[src/rtl/dispatcher_pkg.sv]
// Shared definitions for the issue/dispatch stage: widths, opcodes, broadcast
// and operand records, and the register-file lookup helper.
package dispatcher_pkg;

   localparam int NUM_ROB  = 16;
   localparam int ROB_ID_W = $clog2(NUM_ROB);
   localparam int OPCODE_W = 6;
   localparam int REG_W    = 5;
   localparam int XLEN     = 32;

   localparam logic [OPCODE_W-1:0] OP_ADD  = 6'h01;
   localparam logic [OPCODE_W-1:0] OP_SUB  = 6'h02;
   localparam logic [OPCODE_W-1:0] OP_ADDI = 6'h03;
   localparam logic [OPCODE_W-1:0] OP_BEQ  = 6'h08;
   localparam logic [OPCODE_W-1:0] OP_LW   = 6'h10;
   localparam logic [OPCODE_W-1:0] OP_SW   = 6'h11;

   typedef logic [ROB_ID_W-1:0] rob_id_t;

   typedef enum logic {
      SLOT_EMPTY = 1'b0,
      SLOT_HELD  = 1'b1
   } slot_state_e;

   typedef struct packed {
      logic            valid;
      rob_id_t         id;
      logic [XLEN-1:0] value;
   } bcast_t;

   typedef struct packed {
      logic [XLEN-1:0] v;
      rob_id_t         q;
      logic            r;
   } operand_t;

   typedef struct packed {
      logic [OPCODE_W-1:0] opcode;
      rob_id_t             rob_id;
      logic                is_mem;
      logic [XLEN-1:0]     imm;
      logic [XLEN-1:0]     pc;
      operand_t            op1;
      operand_t            op2;
   } slot_t;

   function automatic logic bus_hit(bcast_t b, rob_id_t tag);
      return b.valid && (b.id == tag);
   endfunction

   // First two resolution rules: unused/x0 reads zero, an idle register reads its value.
   function automatic operand_t rf_lookup(logic use_op, logic [REG_W-1:0] rs, logic busy,
                                          rob_id_t tag, logic [XLEN-1:0] val);
      operand_t o;
      o = '0;
      if (!use_op || rs == '0) begin
         o.r = 1'b1;
      end else if (!busy) begin
         o.r = 1'b1;
         o.v = val;
      end else begin
         o.q = tag;
      end
      return o;
   endfunction

endpackage

[src/rtl/dispatcher_if.sv]
// Decoder-to-dispatcher handshake plus the shared issue payload toward RS/LSB.
// valid/ready: a transfer happens on a clock edge where inst_valid && inst_ready.
interface dispatcher_if;
   import dispatcher_pkg::*;

   logic                inst_valid;
   logic                inst_ready;
   logic [OPCODE_W-1:0] inst_opcode;
   logic [REG_W-1:0]    inst_rd;
   logic [REG_W-1:0]    inst_rs1;
   logic [REG_W-1:0]    inst_rs2;
   logic                inst_use_rs1;
   logic                inst_use_rs2;
   logic                inst_is_mem;
   logic [XLEN-1:0]     inst_imm;
   logic [XLEN-1:0]     inst_pc;

   logic                is_issue;
   logic                lsb_issue;
   logic [OPCODE_W-1:0] issue_opcode;
   rob_id_t             issue_rob_id;
   logic [XLEN-1:0]     issue_Vi;
   rob_id_t             issue_Qi;
   logic                issue_Ri;
   logic [XLEN-1:0]     issue_Vj;
   rob_id_t             issue_Qj;
   logic                issue_Rj;
   logic [XLEN-1:0]     issue_imm;
   logic [XLEN-1:0]     issue_pc;

   modport master (
      output inst_valid, inst_opcode, inst_rd, inst_rs1, inst_rs2,
             inst_use_rs1, inst_use_rs2, inst_is_mem, inst_imm, inst_pc,
      input  inst_ready,
      input  is_issue, lsb_issue, issue_opcode, issue_rob_id,
             issue_Vi, issue_Qi, issue_Ri, issue_Vj, issue_Qj, issue_Rj,
             issue_imm, issue_pc
   );

   modport slave (
      input  inst_valid, inst_opcode, inst_rd, inst_rs1, inst_rs2,
             inst_use_rs1, inst_use_rs2, inst_is_mem, inst_imm, inst_pc,
      output inst_ready,
      output is_issue, lsb_issue, issue_opcode, issue_rob_id,
             issue_Vi, issue_Qi, issue_Ri, issue_Vj, issue_Qj, issue_Rj,
             issue_imm, issue_pc
   );

endinterface

[src/rtl/dispatcher_operand_resolve.sv]
// Applies the three result broadcasts to one operand; alu wins over lsb over commit.
module operand_resolve
   import dispatcher_pkg::*;
(
   input  operand_t in_op,
   input  bcast_t   alu_bc,
   input  bcast_t   lsb_bc,
   input  bcast_t   commit_bc,
   output operand_t out_op
);

   always_comb begin
      out_op = in_op;
      if (in_op.r) begin
         out_op.q = '0;
      end else if (bus_hit(alu_bc, in_op.q)) begin
         out_op.r = 1'b1;
         out_op.v = alu_bc.value;
         out_op.q = '0;
      end else if (bus_hit(lsb_bc, in_op.q)) begin
         out_op.r = 1'b1;
         out_op.v = lsb_bc.value;
         out_op.q = '0;
      end else if (bus_hit(commit_bc, in_op.q)) begin
         out_op.r = 1'b1;
         out_op.v = commit_bc.value;
         out_op.q = '0;
      end
   end

endmodule

[src/rtl/dispatcher.sv]
// Issue stage: accepts one decoded instruction, allocates/renames, resolves
// operands and holds them in a one-entry slot until the target queue has room.
module dispatcher
   import dispatcher_pkg::*;
(
   input  logic             clk,
   input  logic             rst,
   input  logic             rdy,
   input  logic             clear,
   dispatcher_if.slave      dif,
   output logic [REG_W-1:0] rf_rs1,
   output logic [REG_W-1:0] rf_rs2,
   input  logic             rf_busy1,
   input  logic             rf_busy2,
   input  rob_id_t          rf_tag1,
   input  rob_id_t          rf_tag2,
   input  logic [XLEN-1:0]  rf_val1,
   input  logic [XLEN-1:0]  rf_val2,
   output rob_id_t          rob_q1,
   output rob_id_t          rob_q2,
   input  logic             rob_rdy1,
   input  logic             rob_rdy2,
   input  logic [XLEN-1:0]  rob_val1,
   input  logic [XLEN-1:0]  rob_val2,
   input  logic             rob_full,
   input  rob_id_t          rob_tail,
   output logic             rob_alloc,
   output logic             rename_en,
   output logic [REG_W-1:0] rename_rd,
   output rob_id_t          rename_tag,
   input  logic             rs_full,
   input  logic             lsb_full,
   input  logic             alu_ok,
   input  rob_id_t          alu_id,
   input  logic [XLEN-1:0]  alu_res,
   input  logic             lsb_ok,
   input  rob_id_t          lsb_id,
   input  logic [XLEN-1:0]  lsb_res,
   input  logic             commit_ok,
   input  rob_id_t          commit_id,
   input  logic [XLEN-1:0]  commit_res,
   output slot_state_e      dbg_state
);

   slot_state_e state_q, state_d;
   slot_t       slot_q, slot_d;

   logic held, target_full, issue_fire, ready, accept;

   bcast_t   acc_alu, acc_lsb, acc_cmt;
   bcast_t   snp_alu, snp_lsb, snp_cmt;
   operand_t acc_pre1, acc_pre2, acc_bus1, acc_bus2, acc_op1, acc_op2;
   operand_t fwd_op1, fwd_op2;

   assign held = (state_q == SLOT_HELD);

   // Broadcasts are ignored while frozen; the snoop copy also only sees them while held.
   always_comb begin
      acc_alu = '{valid: alu_ok    && rdy, id: alu_id,    value: alu_res};
      acc_lsb = '{valid: lsb_ok    && rdy, id: lsb_id,    value: lsb_res};
      acc_cmt = '{valid: commit_ok && rdy, id: commit_id, value: commit_res};
      snp_alu = acc_alu;
      snp_lsb = acc_lsb;
      snp_cmt = acc_cmt;
      snp_alu.valid = acc_alu.valid && held;
      snp_lsb.valid = acc_lsb.valid && held;
      snp_cmt.valid = acc_cmt.valid && held;
   end

   assign acc_pre1 = rf_lookup(dif.inst_use_rs1, dif.inst_rs1, rf_busy1, rf_tag1, rf_val1);
   assign acc_pre2 = rf_lookup(dif.inst_use_rs2, dif.inst_rs2, rf_busy2, rf_tag2, rf_val2);

   operand_resolve u_acc1 (.in_op(acc_pre1), .alu_bc(acc_alu), .lsb_bc(acc_lsb),
                           .commit_bc(acc_cmt), .out_op(acc_bus1));
   operand_resolve u_acc2 (.in_op(acc_pre2), .alu_bc(acc_alu), .lsb_bc(acc_lsb),
                           .commit_bc(acc_cmt), .out_op(acc_bus2));
   operand_resolve u_fwd1 (.in_op(slot_q.op1), .alu_bc(snp_alu), .lsb_bc(snp_lsb),
                           .commit_bc(snp_cmt), .out_op(fwd_op1));
   operand_resolve u_fwd2 (.in_op(slot_q.op2), .alu_bc(snp_alu), .lsb_bc(snp_lsb),
                           .commit_bc(snp_cmt), .out_op(fwd_op2));

   // A finished ROB entry is the last resort, after a same-cycle broadcast.
   always_comb begin
      acc_op1 = acc_bus1;
      acc_op2 = acc_bus2;
      if (!acc_bus1.r && rob_rdy1) begin
         acc_op1.r = 1'b1;
         acc_op1.v = rob_val1;
         acc_op1.q = '0;
      end
      if (!acc_bus2.r && rob_rdy2) begin
         acc_op2.r = 1'b1;
         acc_op2.v = rob_val2;
         acc_op2.q = '0;
      end
   end

   always_ff @(posedge clk) begin
      if (!rst) begin
         state_q <= SLOT_EMPTY;
      end else begin
         state_q <= state_d;
      end
   end

   always_comb begin
      state_d = state_q;
      if (rdy) begin
         if (clear) begin
            state_d = SLOT_EMPTY;
         end else if (accept) begin
            state_d = SLOT_HELD;
         end else if (issue_fire) begin
            state_d = SLOT_EMPTY;
         end
      end
   end

   // Control outputs; rst low suppresses everything so a held entry never issues.
   always_comb begin
      target_full = slot_q.is_mem ? lsb_full : rs_full;
      issue_fire  = rst && rdy && !clear && held && !target_full;
      ready       = rst && rdy && !clear && !rob_full && (!held || issue_fire);
      accept      = dif.inst_valid && ready;
      rob_alloc   = accept;
      rename_en   = accept && (dif.inst_rd != '0);
      rename_rd   = dif.inst_rd;
      rename_tag  = rob_tail;
   end

   always_comb begin
      slot_d = slot_q;
      if (rdy && !clear) begin
         if (accept) begin
            slot_d.opcode = dif.inst_opcode;
            slot_d.rob_id = rob_tail;
            slot_d.is_mem = dif.inst_is_mem;
            slot_d.imm    = dif.inst_imm;
            slot_d.pc     = dif.inst_pc;
            slot_d.op1    = acc_op1;
            slot_d.op2    = acc_op2;
         end else if (held) begin
            slot_d.op1 = fwd_op1;
            slot_d.op2 = fwd_op2;
         end
      end
   end

   always_ff @(posedge clk) begin
      if (!rst) begin
         slot_q <= '0;
      end else begin
         slot_q <= slot_d;
      end
   end

   assign rf_rs1    = dif.inst_rs1;
   assign rf_rs2    = dif.inst_rs2;
   assign rob_q1    = rf_tag1;
   assign rob_q2    = rf_tag2;
   assign dbg_state = state_q;

   assign dif.inst_ready   = ready;
   assign dif.is_issue     = issue_fire && !slot_q.is_mem;
   assign dif.lsb_issue    = issue_fire &&  slot_q.is_mem;
   assign dif.issue_opcode = slot_q.opcode;
   assign dif.issue_rob_id = slot_q.rob_id;
   assign dif.issue_Vi     = fwd_op1.v;
   assign dif.issue_Qi     = fwd_op1.q;
   assign dif.issue_Ri     = fwd_op1.r;
   assign dif.issue_Vj     = fwd_op2.v;
   assign dif.issue_Qj     = fwd_op2.q;
   assign dif.issue_Rj     = fwd_op2.r;
   assign dif.issue_imm    = slot_q.imm;
   assign dif.issue_pc     = slot_q.pc;

endmodule

[src/flat_wrapper.sv]
// flat-port wrapper written by rule: the top's interface ports become plain ports
module dispatcher_flat import dispatcher_pkg::*;
  (clk, rst, rdy, clear, rf_rs1, rf_rs2, rf_busy1, rf_busy2, rf_tag1, rf_tag2, rf_val1, rf_val2, rob_q1, rob_q2, rob_rdy1, rob_rdy2, rob_val1, rob_val2, rob_full, rob_tail, rob_alloc, rename_en, rename_rd, rename_tag, rs_full, lsb_full, alu_ok, alu_id, alu_res, lsb_ok, lsb_id, lsb_res, commit_ok, commit_id, commit_res, dbg_state, dif_inst_valid, dif_inst_opcode, dif_inst_rd, dif_inst_rs1, dif_inst_rs2, dif_inst_use_rs1, dif_inst_use_rs2, dif_inst_is_mem, dif_inst_imm, dif_inst_pc, dif_inst_ready, dif_is_issue, dif_lsb_issue, dif_issue_opcode, dif_issue_rob_id, dif_issue_Vi, dif_issue_Qi, dif_issue_Ri, dif_issue_Vj, dif_issue_Qj, dif_issue_Rj, dif_issue_imm, dif_issue_pc);
  dispatcher_if dif_i ();
  input  logic clk;
  input  logic rst;
  input  logic rdy;
  input  logic clear;
  output logic [REG_W-1:0] rf_rs1;
  output logic [REG_W-1:0] rf_rs2;
  input  logic rf_busy1;
  input  logic rf_busy2;
  input  rob_id_t rf_tag1;
  input  rob_id_t rf_tag2;
  input  logic [XLEN-1:0] rf_val1;
  input  logic [XLEN-1:0] rf_val2;
  output rob_id_t rob_q1;
  output rob_id_t rob_q2;
  input  logic rob_rdy1;
  input  logic rob_rdy2;
  input  logic [XLEN-1:0] rob_val1;
  input  logic [XLEN-1:0] rob_val2;
  input  logic rob_full;
  input  rob_id_t rob_tail;
  output logic rob_alloc;
  output logic rename_en;
  output logic [REG_W-1:0] rename_rd;
  output rob_id_t rename_tag;
  input  logic rs_full;
  input  logic lsb_full;
  input  logic alu_ok;
  input  rob_id_t alu_id;
  input  logic [XLEN-1:0] alu_res;
  input  logic lsb_ok;
  input  rob_id_t lsb_id;
  input  logic [XLEN-1:0] lsb_res;
  input  logic commit_ok;
  input  rob_id_t commit_id;
  input  logic [XLEN-1:0] commit_res;
  output slot_state_e dbg_state;
  input wire logic [$bits(dif_i.inst_valid)-1:0] dif_inst_valid;
  input wire logic [$bits(dif_i.inst_opcode)-1:0] dif_inst_opcode;
  input wire logic [$bits(dif_i.inst_rd)-1:0] dif_inst_rd;
  input wire logic [$bits(dif_i.inst_rs1)-1:0] dif_inst_rs1;
  input wire logic [$bits(dif_i.inst_rs2)-1:0] dif_inst_rs2;
  input wire logic [$bits(dif_i.inst_use_rs1)-1:0] dif_inst_use_rs1;
  input wire logic [$bits(dif_i.inst_use_rs2)-1:0] dif_inst_use_rs2;
  input wire logic [$bits(dif_i.inst_is_mem)-1:0] dif_inst_is_mem;
  input wire logic [$bits(dif_i.inst_imm)-1:0] dif_inst_imm;
  input wire logic [$bits(dif_i.inst_pc)-1:0] dif_inst_pc;
  output wire logic [$bits(dif_i.inst_ready)-1:0] dif_inst_ready;
  output wire logic [$bits(dif_i.is_issue)-1:0] dif_is_issue;
  output wire logic [$bits(dif_i.lsb_issue)-1:0] dif_lsb_issue;
  output wire logic [$bits(dif_i.issue_opcode)-1:0] dif_issue_opcode;
  output wire logic [$bits(dif_i.issue_rob_id)-1:0] dif_issue_rob_id;
  output wire logic [$bits(dif_i.issue_Vi)-1:0] dif_issue_Vi;
  output wire logic [$bits(dif_i.issue_Qi)-1:0] dif_issue_Qi;
  output wire logic [$bits(dif_i.issue_Ri)-1:0] dif_issue_Ri;
  output wire logic [$bits(dif_i.issue_Vj)-1:0] dif_issue_Vj;
  output wire logic [$bits(dif_i.issue_Qj)-1:0] dif_issue_Qj;
  output wire logic [$bits(dif_i.issue_Rj)-1:0] dif_issue_Rj;
  output wire logic [$bits(dif_i.issue_imm)-1:0] dif_issue_imm;
  output wire logic [$bits(dif_i.issue_pc)-1:0] dif_issue_pc;
  assign dif_i.inst_valid = dif_inst_valid;
  assign dif_i.inst_opcode = dif_inst_opcode;
  assign dif_i.inst_rd = dif_inst_rd;
  assign dif_i.inst_rs1 = dif_inst_rs1;
  assign dif_i.inst_rs2 = dif_inst_rs2;
  assign dif_i.inst_use_rs1 = dif_inst_use_rs1;
  assign dif_i.inst_use_rs2 = dif_inst_use_rs2;
  assign dif_i.inst_is_mem = dif_inst_is_mem;
  assign dif_i.inst_imm = dif_inst_imm;
  assign dif_i.inst_pc = dif_inst_pc;
  assign dif_inst_ready = dif_i.inst_ready;
  assign dif_is_issue = dif_i.is_issue;
  assign dif_lsb_issue = dif_i.lsb_issue;
  assign dif_issue_opcode = dif_i.issue_opcode;
  assign dif_issue_rob_id = dif_i.issue_rob_id;
  assign dif_issue_Vi = dif_i.issue_Vi;
  assign dif_issue_Qi = dif_i.issue_Qi;
  assign dif_issue_Ri = dif_i.issue_Ri;
  assign dif_issue_Vj = dif_i.issue_Vj;
  assign dif_issue_Qj = dif_i.issue_Qj;
  assign dif_issue_Rj = dif_i.issue_Rj;
  assign dif_issue_imm = dif_i.issue_imm;
  assign dif_issue_pc = dif_i.issue_pc;
  dispatcher u_core (.clk(clk), .rst(rst), .rdy(rdy), .clear(clear), .dif(dif_i), .rf_rs1(rf_rs1), .rf_rs2(rf_rs2), .rf_busy1(rf_busy1), .rf_busy2(rf_busy2), .rf_tag1(rf_tag1), .rf_tag2(rf_tag2), .rf_val1(rf_val1), .rf_val2(rf_val2), .rob_q1(rob_q1), .rob_q2(rob_q2), .rob_rdy1(rob_rdy1), .rob_rdy2(rob_rdy2), .rob_val1(rob_val1), .rob_val2(rob_val2), .rob_full(rob_full), .rob_tail(rob_tail), .rob_alloc(rob_alloc), .rename_en(rename_en), .rename_rd(rename_rd), .rename_tag(rename_tag), .rs_full(rs_full), .lsb_full(lsb_full), .alu_ok(alu_ok), .alu_id(alu_id), .alu_res(alu_res), .lsb_ok(lsb_ok), .lsb_id(lsb_id), .lsb_res(lsb_res), .commit_ok(commit_ok), .commit_id(commit_id), .commit_res(commit_res), .dbg_state(dbg_state));
endmodule
[config.mk]
export PLATFORM = sky130hd
export DESIGN_NAME = dispatcher_flat
export DESIGN_NICKNAME = d
export VERILOG_FILES = /design/src/rtl/dispatcher_pkg.sv /design/src/rtl/dispatcher_if.sv /design/src/rtl/dispatcher_operand_resolve.sv /design/src/rtl/dispatcher.sv /design/src/flat_wrapper.sv
export SDC_FILE = /design/constraint.sdc
export NUM_CORES = 1
export LEC_CHECK = 0
export ABC_AREA = 1
export BUFFER_PORTS_ARGS = -buffer_cell sky130_fd_sc_hd__buf_4
export CORE_AREA = 4 4 207 209
export CTS_CLUSTER_DIAMETER = 200
export DETAILED_ROUTE_END_ITERATION = 7
export DIE_AREA = 0 0 211 213
export PLACE_DENSITY = 0.56
export SYNTH_ARGS = -nofsm -noshare
export SYNTH_HDL_FRONTEND = slang
export SYNTH_SLANG_ARGS = --single-unit
[constraint.sdc]
create_clock -name clk -period 2.5 [get_ports clk]
set_input_delay 0.125 -clock clk [delete_from_list [all_inputs] [get_ports clk]]
set_output_delay 0.125 -clock clk [all_outputs]
set_load 0.1 [all_outputs]
# Word level (Yosys, flattened, before mapping)
# Cells that the tools add are included.
dict set report op_classes {
  n_addsub 0
  n_mul 0
  n_div 0
  n_lt_le_gt_ge 0
  eq_ne 12
  n_shift 0
  mux 42
  bitwise_logic 0
  n_reduce_logical 51
}
# cell n
set op_table {}
lappend op_table {{$mux 37} 14}
lappend op_table {{$mux 32} 6}
lappend op_table {{$mux 74} 2}
lappend op_table {{$mux 36} 2}
lappend op_table {{$eq 4x4->1} 12}
lappend op_table {{$logic_and 1x1->1} 31}
lappend op_table {{$mux 4} 6}
lappend op_table {{$mux 1} 12}
lappend op_table {{$logic_not 5->1} 2}
lappend op_table {{$logic_not 1->1} 9}
lappend op_table {{$reduce_and 2->1} 3}
lappend op_table {{$reduce_bool 5->1} 1}
lappend op_table {{$logic_or 1x1->1} 3}
lappend op_table {{$reduce_bool 3->1} 1}
lappend op_table {{$reduce_bool 2->1} 1}
dict set report word_totals {
  ff_bits 150
  latchBits 0
  mem_bits_rw 0
  rom_bits 0
  in_bits 351
  output_inout_bits 181
  wordCells 117
  memories 0
}

# Longest topological paths before layout
dict set report logic_depth {
  ltp_word 13
  depth_mapped 19
}

# Cells and area by module
# Synthesis repeated with hierarchy kept, for this count alone.
dict set report hier_totals {
  cells_unflattened 3247
  hier_area_um2 17964.7
}
# mod instances cells_each area_each_um2
set by_module_without_submodules {}
lappend by_module_without_submodules {operand_resolve 4 459 2371.0}
lappend by_module_without_submodules {dispatcher 1 1411 8480.6}

# Least setup slack after synthesis
# No wires, ideal clock.
dict set report synth_path {
  kind {reg2out}
  start {register u_core.state_q, in the netlist u_core.dbg_state}
  end {output port rename_en}
  t_arrival_ns 3.755
  t_required_ns 2.375
  slack_ns -1.380
  path_stages_with_launch 8
  path_buffers 1
  cell_sequence {dfxtp_1 > inv_1 > nor3_2 > o21ai_1 > inv_2 > nand2_4 > clkbuf_1 > a21oi_1}
}
dict set report synth_between {
  elab_chain_cells 6
  elab_cells_between_ends 7
  classes_between {reduce/logical: 7}
}
# item line
set synth_rtl {}
lappend synth_rtl {{from (decl)} dispatcher.sv:45} ;# slot_state_e state_q, state_d;
lappend synth_rtl {{from (signal assigned)} dispatcher.sv:102} ;# state_q <= state_d;
lappend synth_rtl {{$logic_and 1x1->1 (2 in series)} dispatcher.sv:122} ;# issue_fire = rst && rdy && !clear && held && !target_full;
lappend synth_rtl {{$logic_or 1x1->1 *} dispatcher.sv:123} ;# ready = rst && rdy && !clear && !rob_full && (!held || issue_fire);
lappend synth_rtl {{$logic_and 1x1->1 *} dispatcher.sv:123}
lappend synth_rtl {{net dif_inst_ready} flat_wrapper.sv:51} ;# output wire logic [$bits(dif_i.inst_ready)-1:0] dif_inst_ready;
lappend synth_rtl {{$logic_and 1x1->1 *} dispatcher.sv:124} ;# accept = dif.inst_valid && ready;
lappend synth_rtl {{$logic_and 1x1->1 *} dispatcher.sv:126} ;# rename_en = accept && (dif.inst_rd != '0);
lappend synth_rtl {{to (decl)} flat_wrapper.sv:26} ;# output logic rename_en;
# The timed path passes the listed nets; every way through them passes the cells marked *.

# Worst setup path in the final report
dict set report layout_path {
  start {register u_core.slot_q[40] (netlist name)}
  end {output port dif_issue_Qi[3]}
}
dict set report layout_between {
  elab_chain_cells 6
  elab_cells_between_ends 10
  classes_between {eq/ne: 3; mux: 4; reduce/logical: 3}
}
# item line
set layout_rtl {}
lappend layout_rtl {{from (decl)} dispatcher.sv:46} ;# slot_t slot_q, slot_d;
lappend layout_rtl {{from (signal assigned)} dispatcher.sv:153} ;# slot_q <= slot_d;
lappend layout_rtl {{$eq 4x4->1} dispatcher_pkg.sv:48} ;# return b.valid && (b.id == tag);
lappend layout_rtl {{$logic_and 1x1->1} dispatcher_pkg.sv:48}
lappend layout_rtl {{$mux 37} dispatcher_operand_resolve.sv:24} ;# end else if (bus_hit(commit_bc, in_op.q)) begin
lappend layout_rtl {{$mux 37} dispatcher_operand_resolve.sv:20} ;# end else if (bus_hit(lsb_bc, in_op.q)) begin
lappend layout_rtl {{$mux 37 *} dispatcher_operand_resolve.sv:16} ;# end else if (bus_hit(alu_bc, in_op.q)) begin
lappend layout_rtl {{$mux 4 *} dispatcher_operand_resolve.sv:14} ;# if (in_op.r) begin
lappend layout_rtl {{to (decl)} flat_wrapper.sv:57} ;# output wire logic [$bits(dif_i.issue_Qi)-1:0] dif_issue_Qi;
# Mark *: on every way between the ends. The rest lies on a longest branch, timed or not.

==> reports/results.ini <==
[critical_path]
critPathMaxFanout = 6
cp-start-kind = register
cp_cell_sequence = buf_6 -> xnor2_2 -> nand3_2 -> buf_8 -> inv_8 -> buf_12 -> buf_12 -> nor3_4 -> buf_12 -> clkinvlp_4 -> buf_8 -> nor2_4 -> buf_12
cp.arrival_ps = 2480
crit_family = buffers and inverters
crit_top_cell = buf_12
worstSetupPathType = register to output pin
max_stage_delay_ps = 370
slowest_stage = dfxtp_4
critPathBufInv = 9
cp_data_required_time_ps = 2380
cp-end-kind = output pin

[floorplanning]
start_util_pct = 33.5
num_rows = 74
pin_count = 532
die-height_um = 213
core_sq_mm = 0.0408
dieWidth_um = 211
dieArea_sq_mm = 0.0449

[sta]
max_freq_mhz = 383
slew_viol_final = 0
rsz0062_at_grt = yes
post-route-min-period_ps = 2610
setup_viol = 10
fin_crit_sh_pct = 104
setup_ws_ps = -109
hold_viol = 0
worst_slew_pin_slew_ps = 1020
relSlewSlack_pct = 31.6
finClkSkew_ps = 12.1

[synthesis]
synth_cell_types = 35
netlist_area_sq_mm = 0.0137
syn_avg_cell_area_sq_um = 5.44
ys_seq_area_share_pct = 21.9
yosysWarnings = 0
synth_cells = 2517
mappedNetlistNets = 2868
synth-seq-cells = 150

[place]
post-dp-hpwl_um = 52000
globalplace.congestion = 0.964
numPortBuffers = 531

[cts]
clk_path_buf_depth = 2
cts_root_buffer = clkbuf_16
cts_num_sinks = 150
tritoncts = yes
numCtsBuffers = 17
path_clk_slew_ps = 70
htreeDepth = 4
clk_latency_ps = 470

[run_status]
status = finished with violations
violations = negative setup slack

[route]
routedWlPerCell_um = 20.6
finalWirelength_um = 74500
viasPerCell = 5.21
drt_iter0_markers = 1468
drc = 0
antenna_left = 0
firstDrtPassIters = 6
route.vias.total = 18789

[grt]
met1_usage_pct = 36.7
grt_max_degree = 80
use_met3_pct = 5.67
antenna_found_initial = 3
grt.total_usage_pct = 30.4
grt-busiest-layer = met2
first_global_vias = 18227
grtUsageMet2_pct = 52.0
grt_first_pass_wirelength_um = 107000
globalRoute.totalOverflow = 0

[power]
power_mw = 7.88
vdd_drop_max_v = 0.000500
cellLeakagePower_nw = 10.5
power.density_mw_per_mm2 = 362

[final_layout]
area_growth_syn_to_layout_pct = 59.1
nets = 3410
fill_cells = 4083
utilization_pct = 53.3
drive_gt1_share_pct = 28.7

[flow_run]
maxCapViolations = 0

[hold_path]
hp-class = input pin to register

==> registers in the layout, summed over array words and instances (netlist names) <==
register / flops
u_core.slot_q: 75
u_core.dif.issue_imm: 32
u_core.dif.issue_pc: 32
u_core.dif.issue_opcode: 6
u_core.dif.issue_rob_id: 4
u_core.dbg_state: 1
==> logic make-up after synthesis <==
kind of cell | Yosys count | synth area share (%)
AO/OA/AOI/OAI | 568 | 21.6
XOR/XNOR | 13 | 0.832
buffers and inverters | 560 | 19.3
flip-flops | 150 | 21.9
AND/OR/NAND/NOR | 1226 | 36.4
==> cell type report <==
cell class                 instances  area, sq um  share of cell area (%)
sequential                       150         3030                    13.9
clock inverter                    14          140                   0.644
antenna                            4         10.0                  0.0460
tap                              532          666                    3.06
timing repair buffer             786         7790                    35.8
inverter                         297         1160                    5.33
multi-input combinational       1807         8540                    39.2
clock buffer                      18          429                    1.97
==> routing by layer <==
layer | wire length [um] | up-vias
li1 | - | 8938
met1 | 29200 | 8641
met2 | 35400 | 1016
met3 | 6230 | 194
met4 | 3750 | 0
met5 | 0 | -
==> worst min-delay path, stage by stage <==
cell and delay, ps:
buf_4 80, nand2_1 70, nand2_1 70, nor2_1 30, nor2_1 60
==> cells in the final DEF, fill, tap and decap left out, drive strengths merged, types with 8 or more instances in the layout <==
master,instances
dlygate4sd3,152
a21oi,154
or2,22
o22ai,8
xor2,11
o21bai,33
dfxtp,150
o21ai,368
nand4,16
clkbuf,26
nand2,678
nor3,11
nand3,159
buf,625
inv,301
nor2,338
==> stage by stage <==
step	std cells	worst slack [ps]	hold slack (ps)	area, sq um	TNS, ps
finish	3608	-109	8.05	21800	-449
global placement	3384	110	376	17700	0
detailed placement	3384	118	384	17700	0
global route	3607	-165	36.8	21800	-3940
CTS	3580	-99.6	0.345	20700	-1680
floorplan	2517	-80.9	268	13800	-312
==> cells in the mapped netlist (all sizes together) <==
cell type	count	area, sq um
nand2	678	2570
o21ai	368	1840
nor2	338	1290
inv	295	1110
buf	177	1200
nand3	159	801
a21oi	154	774
dfxtp	150	3000
clkbuf	86	327
o21bai	33	248
or2	22	138
nand4	16	100
nor3	11	65.1
xor2	11	96.3
o22ai	8	50.1
o211ai	3	22.5
clkinv	2	7.51
xnor2	2	17.5
a22oi	1	7.51
a31oi	1	6.26
nand3b	1	7.51
nor4	1	6.26
==> final timing paths <==
path                                                           start                                   end  slack (ps)  depth (start not counted)
worst max-delay path                  u_core.slot_q[40]$_SDFFE_PN0P_                       dif_issue_Qi[3]        -110                         13
worst min-delay path                                      rf_val1[5]        u_core.slot_q[47]$_SDFFE_PN0P_           8                          5
worst max register to register       u_core.slot_q[138]$_SDFFE_PN0P_        u_core.slot_q[43]$_SDFFE_PN0P_         210                         13
worst min register to register  u_core.dif.issue_pc[27]$_SDFFE_PN0P_  u_core.dif.issue_pc[27]$_SDFFE_PN0P_         470                          2
==> timing repair <==
action	in CTS	in global routing
resized for setup	209	280
pin swaps	9	42
hold buffers	152	0
endpoints found under the setup margin	74	81
setup buffers	9	17
hold endpoints to repair	129	0
gates cloned	3	8
==> power breakdown <==
part | switching (mW) | total [mW] | internal [mW]
combinational | 1.67 | 2.74 | 1.06
sequential | 0.0382 | 2.47 | 2.43
clock | 1.28 | 2.68 | 1.40
total | 2.99 | 7.88 | 4.89
No activity file was read; power rests on OpenSTA's default activity.
